===== config.mk =====
export PLATFORM = sky130hd
export DESIGN_NAME = dbus_stream_bridge
export DESIGN_NICKNAME = d
export VERILOG_FILES = /design/src/rtl/dbus_stream_bridge.sv
export SDC_FILE = /design/constraint.sdc
export NUM_CORES = 1
export LEC_CHECK = 0
export BUFFER_PORTS_ARGS = -buffer_cell sky130_fd_sc_hd__buf_2
export CELL_PAD_IN_SITES_DETAIL_PLACEMENT = 0
export CELL_PAD_IN_SITES_GLOBAL_PLACEMENT = 1
export CORE_ASPECT_RATIO = 1.1
export CORE_MARGIN = 2
export CORE_UTILIZATION = 49
export DETAILED_ROUTE_END_ITERATION = 10
export PLACE_DENSITY_LB_ADDON = 0.2
export SYNTH_ARGS = -nofsm -noshare
export SYNTH_HDL_FRONTEND = slang
export SYNTH_HIERARCHICAL = 1
export SYNTH_SLANG_ARGS = --single-unit

===== constraint.sdc =====
create_clock -name i_clock -period 2.3 [get_ports i_clock]
set_input_delay 0.23 -clock i_clock [delete_from_list [all_inputs] [get_ports i_clock]]
set_output_delay 0.23 -clock i_clock [all_outputs]
set_load 0.005 [all_outputs]

===== src/rtl/dbus_stream_bridge.sv =====
// Buffered bidirectional byte-stream bridge, UART side (A) <-> DBUS side (B).
// Define BRIDGE_STATS_EN for delivery counters and the sticky A->B stall flag.

module dbus_stream_bridge_sync #(
  parameter int c_STAGES = 1
) (
  input  logic i_clock,
  input  logic i_resetn,
  input  logic i_d,
  output logic o_q
);
  logic [c_STAGES-1:0] sync_q, sync_d;

  always_comb begin
    sync_d    = sync_q;
    sync_d[0] = i_d;
    for (int i = 1; i < c_STAGES; i++)
      sync_d[i] = sync_q[i-1];
  end

  always_ff @(posedge i_clock or negedge i_resetn) begin
    if (!i_resetn) sync_q <= '0;
    else           sync_q <= sync_d;
  end

  assign o_q = sync_q[c_STAGES-1];
endmodule

module dbus_stream_bridge_fifo #(
  parameter int c_WIDTH = 8,
  parameter int c_POW2  = 2
) (
  input  logic               i_clock,
  input  logic               i_resetn,
  input  logic               i_push,
  input  logic [c_WIDTH-1:0] i_data,
  input  logic               i_pop,
  output logic [c_WIDTH-1:0] o_head,
  output logic [c_POW2:0]    o_level,
  output logic               o_full,
  output logic               o_empty
);
  localparam logic [c_POW2:0] FULLV = {1'b1, {c_POW2{1'b0}}};

  logic [c_WIDTH-1:0] mem_q [1<<c_POW2];
  logic [c_POW2-1:0]  wptr_q, wptr_d;
  logic [c_POW2-1:0]  rptr_q, rptr_d;
  logic [c_POW2:0]    cnt_q, cnt_d;

  always_comb begin
    wptr_d = wptr_q;
    rptr_d = rptr_q;
    cnt_d  = cnt_q;
    if (i_push) wptr_d = wptr_q + 1'b1;
    if (i_pop)  rptr_d = rptr_q + 1'b1;
    case ({i_push, i_pop})
      2'b10:   cnt_d = cnt_q + 1'b1;
      2'b01:   cnt_d = cnt_q - 1'b1;
      default: cnt_d = cnt_q;
    endcase
  end

  always_ff @(posedge i_clock or negedge i_resetn) begin
    if (!i_resetn) begin
      wptr_q <= '0;
      rptr_q <= '0;
      cnt_q  <= '0;
    end else begin
      wptr_q <= wptr_d;
      rptr_q <= rptr_d;
      cnt_q  <= cnt_d;
    end
  end

  // Storage needs no reset: the pointers define what is valid.
  always_ff @(posedge i_clock) begin
    if (i_push) mem_q[wptr_q] <= i_data;
  end

  assign o_head  = mem_q[rptr_q];
  assign o_level = cnt_q;
  assign o_full  = (cnt_q == FULLV);
  assign o_empty = (cnt_q == '0);
endmodule

module dbus_stream_bridge_src (
  input  logic i_clock,
  input  logic i_resetn,
  input  logic i_avail,
  input  logic i_full,
  output logic o_read,
  output logic o_push
);
  typedef enum logic {S_IDLE, S_READ} state_e;
  state_e state_q, state_d;

  always_ff @(posedge i_clock or negedge i_resetn) begin
    if (!i_resetn) state_q <= S_IDLE;
    else           state_q <= state_d;
  end

  always_comb begin
    state_d = state_q;
    unique case (state_q)
      S_IDLE: if (i_avail && !i_full) state_d = S_READ;
      S_READ: if (!i_avail)           state_d = S_IDLE;
      default:                        state_d = S_IDLE;
    endcase
  end

  always_comb begin
    o_read = (state_q == S_READ);
    o_push = (state_q == S_IDLE) && i_avail && !i_full;
  end
endmodule

module dbus_stream_bridge_snk #(
  parameter int c_WIDTH = 8
) (
  input  logic               i_clock,
  input  logic               i_resetn,
  input  logic               i_busy,
  input  logic               i_empty,
  input  logic [c_WIDTH-1:0] i_head,
  output logic               o_enable,
  output logic [c_WIDTH-1:0] o_data,
  output logic               o_pop
);
  typedef enum logic [1:0] {K_IDLE, K_OFFER, K_RELEASE} state_e;
  state_e             state_q, state_d;
  logic [c_WIDTH-1:0] data_q, data_d;

  always_ff @(posedge i_clock or negedge i_resetn) begin
    if (!i_resetn) begin
      state_q <= K_IDLE;
      data_q  <= '0;
    end else begin
      state_q <= state_d;
      data_q  <= data_d;
    end
  end

  always_comb begin
    state_d = state_q;
    unique case (state_q)
      K_IDLE:    if (!i_empty && !i_busy) state_d = K_OFFER;
      K_OFFER:   if (i_busy)              state_d = K_RELEASE;
      K_RELEASE: if (!i_busy)             state_d = K_IDLE;
      default:                            state_d = K_IDLE;
    endcase
  end

  // The head is popped once the consumer has taken it (busy seen high).
  always_comb begin
    o_enable = (state_q == K_OFFER);
    o_pop    = (state_q == K_OFFER) && i_busy;
    data_d   = data_q;
    if ((state_q == K_IDLE) && !i_empty && !i_busy) data_d = i_head;
    o_data   = data_q;
  end
endmodule

module dbus_stream_bridge #(
  parameter int c_WIDTH      = 8,
  parameter int c_A2BPOW2    = 2,
  parameter int c_B2APOW2    = 2,
  parameter int c_HIWATER    = 3,
  parameter int c_LOWATER    = 1,
  parameter int c_SYNCSTAGES = 1,
  parameter int c_CNTWIDTH   = 16
) (
  input  logic                 i_clock,
  input  logic                 i_resetn,
  input  logic                 i_asrc_avail,
  input  logic [c_WIDTH-1:0]   i_asrc_data,
  output logic                 o_asrc_read,
  output logic [c_WIDTH-1:0]   o_bsnk_data,
  output logic                 o_bsnk_enable,
  input  logic                 i_bsnk_busy,
  input  logic                 i_bsrc_avail,
  input  logic [c_WIDTH-1:0]   i_bsrc_data,
  output logic                 o_bsrc_read,
  output logic [c_WIDTH-1:0]   o_asnk_data,
  output logic                 o_asnk_enable,
  input  logic                 i_asnk_busy,
  output logic [c_A2BPOW2:0]   o_a2b_level,
  output logic [c_B2APOW2:0]   o_b2a_level,
  output logic                 o_a2b_full,
  output logic                 o_b2a_full,
  output logic                 o_stop
`ifdef BRIDGE_STATS_EN
  ,
  output logic [c_CNTWIDTH-1:0] o_a2b_count,
  output logic [c_CNTWIDTH-1:0] o_b2a_count,
  output logic                  o_a2b_stall
`endif
);
  localparam logic [c_A2BPOW2:0] HI = (c_A2BPOW2+1)'(c_HIWATER);
  localparam logic [c_A2BPOW2:0] LO = (c_A2BPOW2+1)'(c_LOWATER);

  if (c_SYNCSTAGES < 1 || c_LOWATER >= c_HIWATER || c_CNTWIDTH < 1) begin : g_bad
    $error("dbus_stream_bridge: illegal parameter set");
  end

  logic a_avail_s, b_avail_s, b_busy_s, a_busy_s;
  logic a2b_push, a2b_pop, a2b_empty;
  logic b2a_push, b2a_pop, b2a_empty;
  logic [c_WIDTH-1:0] a2b_head, b2a_head;
  logic stop_q, stop_d;

  dbus_stream_bridge_sync #(.c_STAGES(c_SYNCSTAGES)) u_sy_aa (
    .i_clock, .i_resetn, .i_d(i_asrc_avail), .o_q(a_avail_s));
  dbus_stream_bridge_sync #(.c_STAGES(c_SYNCSTAGES)) u_sy_ba (
    .i_clock, .i_resetn, .i_d(i_bsrc_avail), .o_q(b_avail_s));
  dbus_stream_bridge_sync #(.c_STAGES(c_SYNCSTAGES)) u_sy_bb (
    .i_clock, .i_resetn, .i_d(i_bsnk_busy), .o_q(b_busy_s));
  dbus_stream_bridge_sync #(.c_STAGES(c_SYNCSTAGES)) u_sy_ab (
    .i_clock, .i_resetn, .i_d(i_asnk_busy), .o_q(a_busy_s));

  dbus_stream_bridge_src u_a_src (
    .i_clock, .i_resetn, .i_avail(a_avail_s), .i_full(o_a2b_full),
    .o_read(o_asrc_read), .o_push(a2b_push));

  dbus_stream_bridge_fifo #(.c_WIDTH(c_WIDTH), .c_POW2(c_A2BPOW2)) u_a2b (
    .i_clock, .i_resetn, .i_push(a2b_push), .i_data(i_asrc_data),
    .i_pop(a2b_pop), .o_head(a2b_head), .o_level(o_a2b_level),
    .o_full(o_a2b_full), .o_empty(a2b_empty));

  dbus_stream_bridge_snk #(.c_WIDTH(c_WIDTH)) u_b_snk (
    .i_clock, .i_resetn, .i_busy(b_busy_s), .i_empty(a2b_empty),
    .i_head(a2b_head), .o_enable(o_bsnk_enable), .o_data(o_bsnk_data),
    .o_pop(a2b_pop));

  dbus_stream_bridge_src u_b_src (
    .i_clock, .i_resetn, .i_avail(b_avail_s), .i_full(o_b2a_full),
    .o_read(o_bsrc_read), .o_push(b2a_push));

  dbus_stream_bridge_fifo #(.c_WIDTH(c_WIDTH), .c_POW2(c_B2APOW2)) u_b2a (
    .i_clock, .i_resetn, .i_push(b2a_push), .i_data(i_bsrc_data),
    .i_pop(b2a_pop), .o_head(b2a_head), .o_level(o_b2a_level),
    .o_full(o_b2a_full), .o_empty(b2a_empty));

  dbus_stream_bridge_snk #(.c_WIDTH(c_WIDTH)) u_a_snk (
    .i_clock, .i_resetn, .i_busy(a_busy_s), .i_empty(b2a_empty),
    .i_head(b2a_head), .o_enable(o_asnk_enable), .o_data(o_asnk_data),
    .o_pop(b2a_pop));

  // Hysteresis between the watermarks keeps CTS from chattering.
  always_comb begin
    stop_d = stop_q;
    if (o_a2b_level >= HI)      stop_d = 1'b1;
    else if (o_a2b_level <= LO) stop_d = 1'b0;
  end

  always_ff @(posedge i_clock or negedge i_resetn) begin
    if (!i_resetn) stop_q <= 1'b0;
    else           stop_q <= stop_d;
  end

  assign o_stop = stop_q;

`ifdef BRIDGE_STATS_EN
  logic [c_CNTWIDTH-1:0] a2b_cnt_q, a2b_cnt_d;
  logic [c_CNTWIDTH-1:0] b2a_cnt_q, b2a_cnt_d;
  logic                  stall_q, stall_d;

  // Source idle with avail pending means it is waiting on a full FIFO.
  always_comb begin
    a2b_cnt_d = a2b_pop ? a2b_cnt_q + 1'b1 : a2b_cnt_q;
    b2a_cnt_d = b2a_pop ? b2a_cnt_q + 1'b1 : b2a_cnt_q;
    stall_d   = stall_q | (a_avail_s & ~o_asrc_read & o_a2b_full);
  end

  always_ff @(posedge i_clock or negedge i_resetn) begin
    if (!i_resetn) begin
      a2b_cnt_q <= '0;
      b2a_cnt_q <= '0;
      stall_q   <= 1'b0;
    end else begin
      a2b_cnt_q <= a2b_cnt_d;
      b2a_cnt_q <= b2a_cnt_d;
      stall_q   <= stall_d;
    end
  end

  assign o_a2b_count = a2b_cnt_q;
  assign o_b2a_count = b2a_cnt_q;
  assign o_a2b_stall = stall_q;
`endif
endmodule


==> flow_summary.ini, run 1 <==
[status]
status = finished clean

[sta]
max_freq_mhz = 495
relSlewSlack_pct = 54.9
worst_pin_slew_ns = 0.672
tns_ns = 0
whs_ns = 0.0904
period_share_pct = 87.9
hold_viol_final = 0
rsz0062_at_grt = false
final-setup-viol-count = 0
fin_crit_ns = 2.02
setup_ws_ns = 0.278
skew_ns = 0.0140
maxSlewViolCount = 0

[grt]
grt_pass1_wl_um = 10200
grt_pass1_vias = 2106
gr-usage-met2_pct = 24.1
grt_max_degree = 18
grt.busiest_layer = met2
track_usage_pct = 15.0
grt_overflow_total = 0
antenna_found_initial = 1
use_met1_pct = 19.6
grt_util_met3_pct = 3.23

[power_and_ir_drop]
power.density_mw_per_mm2 = 1130
total_power_mw = 5.43
power.leakage_nw = 1.89
ir_drop_uv = 537

[job]
maxCapViolations = 0

[routing]
first_pass_iters = 4
wirelength_um = 6320
drtAntennaViolNets = 0
num_vias = 2039
drt-initial-drc-count = 90
routedWlPerCell_um = 15.6
drcViolationCount = 0
drt-vias-per-instance = 5.02

[floorplan]
die_h_um = 100
die-area_mm2 = 0.00918
io_pins = 51
chipWidth_um = 91.5
rows = 35
start_util_pct = 49.9
core_area_mm2 = 0.00828

[clock_tree]
post_cts_buffers = 0
cts.clk_slew.worst_paths_ns = 0.10
clock_path_buffers = 2
cts-buffers-inserted = 9
clk_root_buffer_cell = clkbuf_8
htree_levels = 3
cts_tree = yes
cts.sink_count = 105
clock_latency_ns = 0.35

[synth]
async_flop_share_pct = 39.0
synth_top_cell_area_share_pct = 46.5
ys_types = 27
yosysMostFrequentCell = edfxtp_1
synthCells = 222
synth_area_per_cell_um2 = 18.6
muxShareOfSynthArea_pct = 13.3
synth_compound_area_share_pct = 1.58
synth_area_mm2 = 0.00413
yosys-top-cells-count = edfxtp_1, dfrtp_1, inv_1, mux2_2, mux4_2
synthXorXnorAreaFrac_pct = 2.55
yosys.area.top_type = edfxtp_1
yosys_warnings = 6
seq_area_frac_synth_pct = 71.4
synth-main-ff-cell = edfxtp_1
synth_seq_cells = 105
ys_top_cells_by_area = edfxtp_1, dfrtp_1, mux4_2, mux2_2, ha_1
synthAdderAreaFrac_pct = 4.00
syn_nets = 256
synthSimpleGateAreaFrac_pct = 4.91
synth_top_family_by_area = multiplexers
synth_edf_count = 64

[setup_path]
arrival_ns = 2.25
path_cells = inv_1, and3_1, nor3b_1, inv_1, ha_1, inv_1, fa_1, xor2_1, nor2_1, xor2_1
end_kind = flip-flop
critPathMaxStageDelay_ns = 0.42
crit_type = reg -> reg
crit_top_cell = inv_1
reg2reg_slack_ns = 0.28
path_max_fanout = 4
crit_path_start_kind = flip-flop
cpMaxStageDelayCell = dfrtp_1
crit_path_start = u_b2a/o_level[0]$_DFFE_PN0P_
rr_startpoint = u_b2a/o_level[0]$_DFFE_PN0P_
required_ns = 2.53

[layout]
final_cell_area_mm2 = 0.00478
finalNetCount = 324
drive_gt1_share_pct = 35.6
fill_cells = 673
fin_util_pct = 57.8
area_growth_pct = 15.9
antennaDiodeCount = 0
stdcell_count = 406

[worst_hold_path]
worstHoldStart = i_bsrc_data[6]
hold_class = in -> reg

[placement]
hpwlAfterDp_um = 4390
place_ws_ns = 0.272
dp_cells = 385
place_area_mm2 = 0.00453
io_buffers = 50
place_congestion = 0.717
## path summary, 6_finish.rpt
kind | to | cells past startpoint
setup / recovery | u_b2a/o_level[2]$_DFFE_PN0P_ | 10
hold / removal | u_b2a/mem_q[0][6]$_DFFE_PP_ | 1
setup reg to reg | u_b2a/o_level[2]$_DFFE_PN0P_ | 10
hold reg to reg | u_b_snk/o_data[5]$_DFFE_PN0P_ | 1
max in group asynchronous | u_b_snk/o_data[5]$_DFFE_PN0P_ | 3
min in group asynchronous | u_a_snk/o_data[1]$_DFFE_PN0P_ | 2
## layout by cell type (no fill, tap or decap), drive strengths merged
cell type,Yosys,routed
o21a,2,2
mux4,16,16
inv,16,18
clkbuf,0,11
a211oi,2,2
nor3b,2,2
o21ai,4,4
a21boi,2,2
fa,2,2
dfrtp,41,41
and2,10,10
bufinv,0,1
mux2i,1,1
clkinv,0,1
xnor2,4,4
nor2b,2,2
nand2b,1,1
nor2,2,2
clkinvlp,0,1
nor3,2,2
edfxtp,64,64
ha,10,10
nand2,5,5
xor2,8,8
buf,4,56
and3,2,2
nor4,2,2
mux2,16,16
and2b,2,2
dlygate4sd3,0,5
## logic make-up (layout without fill, tap and decap cells)
kind of cell,after synthesis,in the layout
buffers and inverters,20,93
flip-flops,105,105
AO/OA/AOI/OAI,10,10
adder cells (fa/ha/maj),12,12
AND/OR/NAND/NOR,30,30
XOR/XNOR,12,12
multiplexers,33,33
## sequential cells by signal, indices dropped and copies added (netlist names), 2 cells and up
signal / cells
u_b2a/wptr_q: 2
u_a_snk/state_q: 2
u_a2b/mem_q: 32
u_b2a/mem_q: 32
u_a_snk/o_data: 8
u_b2a/o_level: 3
u_a2b/wptr_q: 2
u_b_snk/state_q: 2
u_b2a/rptr_q: 2
u_b_snk/o_data: 8
u_a2b/o_level: 3
u_a2b/rptr_q: 2
## timing repair
| item | CTS | global route |
|---|---|---|
| gates resized for setup | 0 | 0 |
| hold buffers | 5 | 0 |
| endpoints found under the hold margin | 16 | 0 |
## critical path: cells and delay by family, from the launching register on
kind / cells / cell delay [ns]
AND/OR/NAND/NOR: 3 / 0.54
XOR/XNOR: 2 / 0.30
flip-flops: 1 / 0.42
buffers and inverters: 3 / 0.25
adder cells (fa/ha/maj): 2 / 0.40
## metal layers
metal / part of all wire (%) / vias to the layer above
met5: 0 / -
li1: - / 947
met4: 1.5 / 0
met1: 44 / 1042
met3: 4.0 / 7
met2: 50 / 43
## layout make-up
| class | instances | area [um2] | area share [%] |
|---|---|---|---|
| clock buffers | 11 | 141 | 2.96 |
| clock inverters | 5 | 62.6 | 1.31 |
| inverters | 16 | 60.1 | 1.26 |
| multi-input cells | 97 | 1090 | 22.8 |
| flip-flops and latches | 105 | 2950 | 61.6 |
| well taps | 111 | 139 | 2.90 |
| repair buffers | 61 | 345 | 7.22 |
## power breakdown
group / total [mW] / switching [mW] / internal, mW
sequential: 2.84 / 0.384 / 2.45
combinational: 1.45 / 0.598 / 0.857
clock: 1.14 / 0.595 / 0.544
total: 5.43 / 1.58 / 3.85
Note: power is estimated with default switching activity, not from simulation.
==> run 2, diff against run 1 <==
- CORE_UTILIZATION: 49 -> 45
==> run 2 against run 1 <==
  * Register-to-register slack hardly changed
  * Sequential power is essentially flat
  * Die area up 8.5%
  * Design area grew 0.34%
  * Core utilization fell by 3.7 points
  * Largest power group unchanged
  * Critical path depth is 2 lower
==> flow_summary.ini, run 2 (synthesis results as in run 1) <==
[grt]
grt_overflow_total = 0
antenna_found_initial = 0
grt_max_degree = 42
track_usage_pct = 15.0
grt_pass1_vias = 2070
grt_pass1_wl_um = 10900

[floorplan]
io_pins = 51
core_area_mm2 = 0.00887
die-area_mm2 = 0.00996
rows = 36
chipWidth_um = 95.3
die_h_um = 104
start_util_pct = 46.5

[worst_hold_path]
hold_class = in -> reg
hold_path_depth = 1
hold_path_end = u_b2a/mem_q[0][2]$_DFFE_PP_
worstHoldStart = i_bsrc_data[2]

[sta]
final-setup-viol-count = 0
rsz0062_at_grt = false
max_freq_mhz = 495
tns_ns = 0
relSlewSlack_pct = 53.6
hold_viol_final = 0
whs_ns = 0.0686
fin_crit_ns = 2.02
worst_pin_slew_ns = 0.691
maxSlewViolCount = 0
setup_ws_ns = 0.279
period_share_pct = 87.9
skew_ns = 0.0141

[status]
status = finished clean

[setup_path]
path_max_fanout = 4
crit_top_cell = xor2_1
end_kind = flip-flop
r2r_cells = 8
reg2reg_slack_ns = 0.28
crit_type = reg -> reg
rr_startpoint = u_b_snk/state_q[0]$_DFFE_PN0P_
reg2reg_to = u_a2b/o_level[2]$_DFFE_PN0P_
required_ns = 2.58
crit_path_start_kind = flip-flop
path_cells = nor2b_1, and2_1, ha_1, inv_1, fa_1, xor2_1, nor2_1, xor2_1
cpMaxStageDelayCell = dfrtp_1
critPathMaxStageDelay_ns = 0.43
arrival_ns = 2.31

[routing]
wirelength_um = 6770
drtAntennaViolNets = 0
wl_met3_um = 326
drt-vias-per-instance = 4.99
m1WireLength_um = 3020
dr.max_layer_used = met4
num_vias = 2041
met2_length_um = 3310
routedWlPerCell_um = 16.5
first_pass_iters = 4
drt-initial-drc-count = 59
drcViolationCount = 0

[placement]
place_congestion = 0.667
hpwlAfterDp_um = 4540
io_buffers = 50
place_ws_ns = 0.317

[clock_tree]
cts.clk_slew.worst_paths_ns = 0.12
cts_tree = yes
clk_root_buffer_cell = clkbuf_8
clock_path_buffers = 2
clock_latency_ns = 0.36
cts.sink_count = 105
cts_resized = 0
cts-buffers-inserted = 9
htree_levels = 3

[power_and_ir_drop]
total_power_mw = 5.53
power.leakage_nw = 1.90
power.density_mw_per_mm2 = 1150
ir_drop_uv = 479

[job]
maxCapViolations = 0

[layout]
final_common_cell = edfxtp_1
drive_gt1_share_pct = 35.9
area_growth_pct = 16.3
finalNetCount = 324
final_cell_mix = edfxtp_1, buf_2, dfrtp_1
top_regs = u_a2b/mem_q: 32 flops, u_b2a/mem_q: 32 flops
antennaDiodeCount = 0
## run 2: cell count changes in the layout (fill, tap and decap cells not counted)
cell / before / now
inv_6: 1 / 4
clkbuf_1: 1 / 0
clkbuf_8: 10 / 9
clkinv_2: 1 / 0
clkinv_8: 0 / 1
clkinvlp_4: 1 / 0
## run 2: routing by layer
| metal | global-route usage (%) | vias up |
|---|---|---|
| li1 | - | 957 |
| met1 | 21.2 | 1030 |
| met2 | 22.5 | 45 |
| met3 | 3.48 | 9 |
| met4 | 6.21 | 0 |
| met5 | 0 | - |
## run 2: stage by stage
step	instance area (um2)	cells	utilization, %
after detailed placement	4530	388	51.1
after global routing	4800	409	54.1
final	4800	409	54.1
after CTS	4800	409	54.1
after floorplan	4130	222	-
after global placement	4530	388	51.1
## run 2: critical path, delay by kind of cell (launching register included)
family / cells / cell delay (ns)
DFF: 1 / 0.43
buffers and inverters: 1 / 0.06
xor gates and xnor gates: 2 / 0.31
adders and majority gates: 2 / 0.57
and+or+nand+nor: 3 / 0.57
## run 2: worst max-delay path by stage
stage,from,endpoint,depth (start not counted)
after floorplan,u_a2b/o_level[1]$_DFFE_PN0P_,u_a2b/o_level[1]$_DFFE_PN0P_,8
after global placement,u_b2a/o_level[0]$_DFFE_PN0P_,u_b2a/o_level[2]$_DFFE_PN0P_,10
after detailed placement,u_a2b/o_level[0]$_DFFE_PN0P_,u_a2b/o_level[1]$_DFFE_PN0P_,8
after CTS,u_b_snk/state_q[0]$_DFFE_PN0P_,u_a2b/o_level[2]$_DFFE_PN0P_,8
after global routing,u_b_snk/state_q[0]$_DFFE_PN0P_,u_a2b/o_level[2]$_DFFE_PN0P_,8
final,u_b_snk/state_q[0]$_DFFE_PN0P_,u_a2b/o_level[2]$_DFFE_PN0P_,8
## run 2: layout make-up
cell class / count / area (um2)
fillers: 736 / 4070
well taps: 114 / 143
flip-flops and latches: 105 / 2950
clock buffers: 9 / 124
clock inverters: 7 / 92.6
multi-input cells: 97 / 1090
inverters: 16 / 60.1
repair buffers: 61 / 345
## run 2: power breakdown
part	leakage, nW	switching (mW)	internal (mW)
clock network	0.110	0.675	0.536
registers	1.07	0.378	2.45
logic	0.724	0.625	0.862
total	1.90	1.68	3.85
## run 2: repair_timing
item                       CTS  global route
buffers inserted             0             0
setup endpoints to repair    0             0
hold endpoints to repair    45             0
hold buffers                 5             0
==> run 3, diff against run 2 <==
- RECOVER_POWER: default -> 100
==> run 3 against run 2 <==
  * Setup slack got worse by 0.050 ns
  * Clock power barely moved
  * Register-to-register slack got worse by 0.05 ns
  * Critical endpoint is now u_a2b/mem_q[1][3]$_DFFE_PP_
  * Highest routed layer unchanged
==> flow_summary.ini, run 3 (synthesis results as in run 1) <==
[placement]
dp_cells = 388
io_buffers = 50
place_area_mm2 = 0.00453
place_congestion = 0.667
hpwlAfterDp_um = 4540

[layout]
top_regs = u_a2b/mem_q: 32 flops, u_b2a/mem_q: 32 flops
final_cell_mix = edfxtp_1, dfrtp_1, clkbuf_1
fill_cells = 746
area_growth_pct = 14.7
stdcell_count = 409
final_common_cell = edfxtp_1
drive_gt1_share_pct = 26.1
fin_util_pct = 53.4
final_cell_area_mm2 = 0.00474
antennaDiodeCount = 0
finalNetCount = 324

[job]
maxCapViolations = 0

[setup_path]
crit_path_start_kind = flip-flop
critPathMaxStageDelay_ns = 0.48
path_cells = inv_1, and3_1, nor3b_1, clkbuf_1, and2_1
required_ns = 2.30
cpMaxStageDelayCell = and2_1
crit_type = reg -> reg
arrival_ns = 2.08
path_max_fanout = 8
end_kind = flip-flop

[sta]
relSlewSlack_pct = 23.5
rsz0062_at_grt = false
worst_pin_slew_ns = 1.14
fin_crit_ns = 2.07
hold_viol_final = 0
tns_ns = 0
skew_ns = 0.0149
maxSlewViolCount = 0
period_share_pct = 90.1
max_freq_mhz = 483
final-setup-viol-count = 0

[grt]
grt_pass1_vias = 2070
antenna_found_initial = 0
grt_overflow_total = 0
track_usage_pct = 15.0
grt_pass1_wl_um = 10900
grt_max_degree = 42

[clock_tree]
clock_path_buffers = 2
clock_latency_ns = 0.36
clk_root_buffer_cell = clkbuf_8
post_cts_buffers = 0
cts.sink_count = 105
cts_tree = yes
cts.clk_slew.worst_paths_ns = 0.12
cts-buffers-inserted = 9
htree_levels = 3

[floorplan]
io_pins = 51
start_util_pct = 46.5
die_h_um = 104
chipWidth_um = 95.3
die-area_mm2 = 0.00996
core_area_mm2 = 0.00887
rows = 36

[routing]
first_pass_iters = 4
drtAntennaViolNets = 0
drt-vias-per-instance = 4.97
drt-initial-drc-count = 58
num_vias = 2032
wirelength_um = 6740
routedWlPerCell_um = 16.5
drcViolationCount = 0

[status]
status = finished clean

[worst_hold_path]
hold_class = in -> reg

[power_and_ir_drop]
power.density_mw_per_mm2 = 1150
total_power_mw = 5.47
ir_drop_uv = 477
power.leakage_nw = 1.81
-- run 3: cell types whose count changed in the layout (fill, tap and decap cells not counted), sizes merged --
| cell | before | now |
|---|---|---|
| buf | 56 | 25 |
| clkbuf | 9 | 40 |
-- run 3: per-layer routing --
layer / up-vias / global-route usage, % / part of all wire (%)
met5: - / 0 / 0
met4: 0 / 6.21 / 1.6
met3: 9 / 3.48 / 5.1
met2: 47 / 22.5 / 48
met1: 1022 / 21.2 / 45
li1: 954 / - / -
-- run 3: critical path, delay by kind of cell (launching register included) --
family | cells | cell delay (ns)
buf+inv | 2 | 0.37
simple gates | 3 | 0.92
flops | 1 | 0.43
-- run 3: final cells by class --
| type | count | area (um2) | area share (%) |
|---|---|---|---|
| clock buffer | 9 | 124 | 2.61 |
| clock inverter | 7 | 92.6 | 1.95 |
| inverter | 16 | 60.1 | 1.27 |
| multi-input combinational | 97 | 1070 | 22.6 |
| sequential | 105 | 2950 | 62.2 |
| tap | 114 | 143 | 3.01 |
| timing repair buffer | 61 | 299 | 6.31 |
-- run 3: what timing repair did --
action                    in CTS  in global routing
hold buffers                   5                  0
hold endpoints to repair      45                  0
resized for setup              0                  0
-- run 3: worst paths after layout --
kind	startpoint	end	slack (ns)	cells after the start
max in group asynchronous	i_resetn	u_a2b/o_level[2]$_DFFE_PN0P_	0.94	3
worst min register to register	u_b_snk/state_q[1]$_DFFE_PN0P_	u_b_snk/state_q[0]$_DFFE_PN0P_	0.50	1
worst max-delay path	u_a2b/o_level[0]$_DFFE_PN0P_	u_a2b/mem_q[1][3]$_DFFE_PP_	0.23	5
min in group asynchronous	i_resetn	u_a_snk/o_data[5]$_DFFE_PN0P_	0.66	3
worst max register to register	u_a2b/o_level[0]$_DFFE_PN0P_	u_a2b/mem_q[1][3]$_DFFE_PP_	0.23	5
worst min-delay path	i_bsrc_data[6]	u_b2a/mem_q[3][6]$_DFFE_PP_	0.12	1
-- run 3: through the flow --
step                      setup WS [ns]  hold slack [ns]
final                             0.228            0.119
after global routing             0.0283            0.120
after CTS                         0.255           0.0586
after detailed placement          0.317            0.339
after global placement            0.293            0.340
after floorplan                   0.133          -0.0656
-- run 3: power by group --
part	switching (mW)	internal [mW]	leakage (nW)	total (mW)
logic	0.619	0.819	0.631	1.44
registers	0.370	2.45	1.07	2.82
clock network	0.673	0.536	0.110	1.21
total	1.66	3.81	1.81	5.47
